[config.mk]
export PLATFORM = sky130hd
export DESIGN_NAME = cat_anim_ctrl
export DESIGN_NICKNAME = d
export VERILOG_FILES = /design/src/rtl/cat_anim_ctrl.sv
export SDC_FILE = /design/constraint.sdc
export NUM_CORES = 1
export LEC_CHECK = 0
export CELL_PAD_IN_SITES_DETAIL_PLACEMENT = 1
export CELL_PAD_IN_SITES_GLOBAL_PLACEMENT = 1
export CORE_UTILIZATION = 35
export CTS_CLUSTER_DIAMETER = 120
export DETAILED_ROUTE_END_ITERATION = 10
export HOLD_SLACK_MARGIN = 0.1
export MAX_ROUTING_LAYER = met4
export PLACE_DENSITY = 0.7
export SETUP_SLACK_MARGIN = 0.02
export SLEW_MARGIN = 20
export SYNTH_ARGS = -nofsm -noshare
export SYNTH_HDL_FRONTEND = slang
export SYNTH_SLANG_ARGS = --single-unit
[constraint.sdc]
create_clock -name clk60MHz -period 1.9 [get_ports clk60MHz]
set_clock_uncertainty 0.2 [all_clocks]
set_input_delay 0.38 -clock clk60MHz [delete_from_list [all_inputs] [get_ports clk60MHz]]
set_output_delay 0.38 -clock clk60MHz [all_outputs]
set_load 0.05 [all_outputs]
[src/rtl/cat_anim_ctrl.sv]
// cat_anim_ctrl: throw-animation sequencer for the cat sprite.
// Steps IDLE -> WINDUP -> THROW -> RECOVER -> IDLE. Each non-idle pose is
// held for FRAMES_PER_POSE frame ticks, where a frame tick is the rising
// edge of vblnk. Throw power is latched when a request is accepted and is
// presented with a one-cycle release pulse on entry to THROW.
//
// Parameters:
//   FRAMES_PER_POSE  frame ticks per non-idle pose (1..255)
//   PWR_W            throw power width
// Ports:
//   clk60MHz       in   pixel clock
//   rst_n          in   asynchronous active-low reset
//   vblnk          in   vertical blanking; rising edge = frame tick
//   throw_req      in   level request to start a throw
//   throw_power    in   power, sampled on request accept
//   throw_ack      out  one-cycle pulse, request accepted
//   pose_sel       out  0 idle, 1 wind-up, 2 throw, 3 recover
//   busy           out  high whenever not idle
//   release_pulse  out  one-cycle pulse on entry to THROW
//   release_power  out  latched throw power
// Build option:
//   CAT_ANIM_AUTOREPEAT_EN  a held request at the RECOVER exit tick goes
//                           straight to WINDUP without an IDLE cycle.
module cat_anim_ctrl #(
  parameter int unsigned FRAMES_PER_POSE = 8,
  parameter int unsigned PWR_W           = 4
) (
  input  logic             clk60MHz,
  input  logic             rst_n,
  input  logic             vblnk,
  input  logic             throw_req,
  input  logic [PWR_W-1:0] throw_power,
  output logic             throw_ack,
  output logic [1:0]       pose_sel,
  output logic             busy,
  output logic             release_pulse,
  output logic [PWR_W-1:0] release_power
);

  localparam int unsigned FCNT_W = $clog2(FRAMES_PER_POSE + 1);
  localparam logic [FCNT_W-1:0] FCNT_LAST = FCNT_W'(FRAMES_PER_POSE - 1);

  typedef enum logic [1:0] {
    S_IDLE    = 2'd0,
    S_WINDUP  = 2'd1,
    S_THROW   = 2'd2,
    S_RECOVER = 2'd3
  } state_t;

  state_t             state, state_n;
  logic [FCNT_W-1:0]  fcnt, fcnt_n;
  logic               vblnk_d;
  logic               tick;
  logic               busy_q;
  logic               ack_q, ack_n;
  logic               rel_q, rel_n;
  logic [PWR_W-1:0]   pwr_q, pwr_n;

  assign tick = vblnk & ~vblnk_d;

  always_ff @(posedge clk60MHz or negedge rst_n) begin
    if (!rst_n) begin
      state   <= S_IDLE;
      fcnt    <= '0;
      vblnk_d <= 1'b0;
      busy_q  <= 1'b0;
      ack_q   <= 1'b0;
      rel_q   <= 1'b0;
      pwr_q   <= '0;
    end else begin
      state   <= state_n;
      fcnt    <= fcnt_n;
      vblnk_d <= vblnk;
      busy_q  <= (state_n != S_IDLE);
      ack_q   <= ack_n;
      rel_q   <= rel_n;
      pwr_q   <= pwr_n;
    end
  end

  always_comb begin
    state_n = state;
    fcnt_n  = fcnt;
    ack_n   = 1'b0;
    rel_n   = 1'b0;
    pwr_n   = pwr_q;
    if (state == S_IDLE) begin
      // Ticks are ignored here, so a tick coinciding with the accept
      // does not count toward the wind-up pose.
      if (throw_req) begin
        state_n = S_WINDUP;
        fcnt_n  = '0;
        ack_n   = 1'b1;
        pwr_n   = throw_power;
      end
    end else if (tick) begin
      if (fcnt == FCNT_LAST) begin
        fcnt_n = '0;
        case (state)
          S_WINDUP: begin
            state_n = S_THROW;
            rel_n   = 1'b1;
          end
          S_THROW:  state_n = S_RECOVER;
          default: begin
`ifdef CAT_ANIM_AUTOREPEAT_EN
            if (throw_req) begin
              state_n = S_WINDUP;
              ack_n   = 1'b1;
              pwr_n   = throw_power;
            end else begin
              state_n = S_IDLE;
            end
`else
            state_n = S_IDLE;
`endif
          end
        endcase
      end else begin
        fcnt_n = fcnt + FCNT_W'(1);
      end
    end
  end

  assign pose_sel      = state;
  assign busy          = busy_q;
  assign throw_ack     = ack_q;
  assign release_pulse = rel_q;
  assign release_power = pwr_q;

endmodule

==> metrics <==
Slew @ Worst Pin=0.335 ns; CP max stage delay=0.44 ns; CTS buffer count=3; setup bufs post-CTS=0; I/O pins=17; H-tree Lvls=1; post-layout net count=88; Final Wtd Congestion=0.732; CP endpoint kind=flop; CP Depth=5; Vias/cell=4.90; largest net degree at the start of global routing=9; final worst slack=0.181 ns; Yosys top cell area share=54.2%; Worst EP required=1.87 ns; Yosys cell types=23; CTS tree=built; syn nets=65; fmax=582 MHz; detailed placement HPWL=1.05 mm; async set-reset flop share out of synthesis=100%; Cell Area, Synth=647 µm²; initial core utilization=37.5%; Worst-path clk slew=0.08 ns; Clock Latency Late Sink=0.28 ns; Die Ht=45.0 µm; initial antenna violation count=0; Slowest-stage cell, CP=or3b_4; Tot GR Track Use=18.0%; type of the worst setup path=flop to flop; drt wl/cell=13.6 µm; crit-path max FO=8; max-slew violations=0; total wire length=1.36 mm; I/O Buffers=16; worst vdd ir=0.622 mV; Die W=45.0 µm; worst reg-to-reg path cell count=5; worst setup path end=fcnt[3]$_DFFE_PN0P_; Core Area=1730 µm²; outcome=finished, final reports clean; Final Hold Fails=0; DR vias=490; largest area contributor in the netlist=dfrtp_1; clk sinks=14; Row Count=15; Synth Flop Type=dfrtp_1; pre-CTS setup slack=-0.111 ns; max_slew headroom=77.6%; Post-Route Setup TNS=0 ns; post-route ant nets=0; first-pass GRT wire length=2.42 mm; Worst path top cell family by delay=simple AND/OR/NAND/NOR gates; CP bufs+invs=1; leakage=0.418 nW; Final Non-Filler Cells=100; hold_buf cts=0; Synth warnings=0; reg-to-reg slack, setup=0.18 ns; Core Util, Final=51.2%; synthesized instance count=53; RSZ-0062 raised after global routing=false; CP Launch Type=flop; vias in the first global route=509; final period demand of the worst path=1.72 ns; Post-synth EDFFs=0; final setup vio count=0; Max Buffers Root-to-Sink=2; CTS root buf=clkbuf_4; crit-path cells=inv_2 -> ha_1 -> or3b_4 -> o211ai_2 -> o41ai_2; Hold/Removal Path Class=primary input to async pin; Area contributors post-synth=dfrtp_1, ha_1, mux2_2, nand3_1, nand2_1; placed insts=96; average cell area after synthesis=12.2 µm²; Worst EP arrival=1.69 ns; reg-to-reg endpoint=fcnt[3]$_DFFE_PN0P_; area grow syn2layout=36.6%; Initial DRC Count=6; Max-cap violations=0; gr ovfl total=0; post-synthesis sequential area ratio=54.2%; layout cells sized above 1=38.7%; Pwr Density=1590 nW/µm²; worst reg2reg startpoint=pose_sel[1]$_DFF_PN0_; Die ar.=2020 µm²; Post-route DRC=0; final worst path period share=90.5%; ANT cells=0; Synth Register Bits=14; 1st-pass router iterations=2; Crit. Startpoint=pose_sel[1]$_DFF_PN0_
[layout make-up]
type                       count  area (µm²)
timing repair buffer          20         180
clock buffer                   4        36.3
sequential                    14         353
tap                           25        31.3
fill                         206         843
inverter                       3        11.3
multi-input combinational     34         272
[layer usage]
layer	vias to the layer above	part of all wire, %	GRT usage [%]
met5	-	0	-
met1	235	50	21.4
met3	4	5.4	5.20
li1	234	-	-
met4	0	1.9	9.09
met2	17	43	27.8
[cells in the final DEF, fill, tap and decap left out, types with 2 or more instances in the layout]
cell              n
inv_2             2
mux2_2            4
nand2_1           5
ha_1              4
a21oi_1           2
dfrtp_1          12
clkbuf_4          3
buf_4            12
clkdlybuf4s50_1   7
dfrtp_2           2
nand3_1           4
o21ai_0           2
[Yosys cell counts, types with 2 or more instances]
cell / n
a21oi_1: 2
dfrtp_1: 14
ha_1: 4
inv_1: 3
mux2_2: 4
nand2_1: 5
nand3_1: 4
o21ai_0: 2
[power breakdown]
group          internal (W)  switching, W
Clock              0.000117     0.0000956
Sequential         0.000412     0.0000853
Combinational      0.000268      0.000426
Total              0.000796      0.000607
[how the worst min path moves through the flow]
stage,startpoint,endpoint,slack [ns],cells past startpoint
after global placement,release_power[3]$_DFFE_PN0P_,release_power[3]$_DFFE_PN0P_,0.29,1
final,rst_n,throw_ack$_DFF_PN0_,0.16,1
after floorplan,rst_n,busy$_DFF_PN0_,-0.12,0
after CTS,rst_n,throw_ack$_DFF_PN0_,0.15,1
after detailed placement,release_power[3]$_DFFE_PN0P_,release_power[3]$_DFFE_PN0P_,0.30,1
after global routing,rst_n,vblnk_d$_DFF_PN0_,0.16,1
[flip-flops by register name (all words and copies together), names as in the netlist]
register and cells:
release_power 4, vblnk_d 1, release_pulse 1, fcnt 4, throw_ack 1, pose_sel 2, busy 1
[logic make-up after synthesis]
kind of cell / Yosys count / share of synthesized area [%]
muxes: 5 / 8.51
DFF: 14 / 54.2
buffers and inverters: 5 / 4.25
and+or+nand+nor: 16 / 14.7
AOI/OAI and AO/OA: 9 / 10.6
adders and majority gates: 4 / 7.74
[repair_timing]
| action | in CTS | in global routing |
|---|---|---|
| resized for setup | 0 | 1 |
| endpoints found under the setup margin | 0 | 3 |
| endpoints found under the hold margin | 0 | 0 |
[through the flow]
step                      area (µm²)  power [W]  hold slack [ns]
final                            883    0.00140            0.157
after CTS                        881    0.00142            0.155
after global placement           845    0.00119            0.287
after detailed placement         845    0.00120            0.298
after global routing             883    0.00150            0.163
after floorplan                  649   0.000961           -0.116
[worst register-to-register path, cell delays in order (launching register included)]
cell      delay (ns)
dfrtp_2         0.42
inv_2           0.05
ha_1            0.21
or3b_4          0.44
o211ai_2        0.19
o41ai_2         0.09
(Power assumes the default switching activity.)
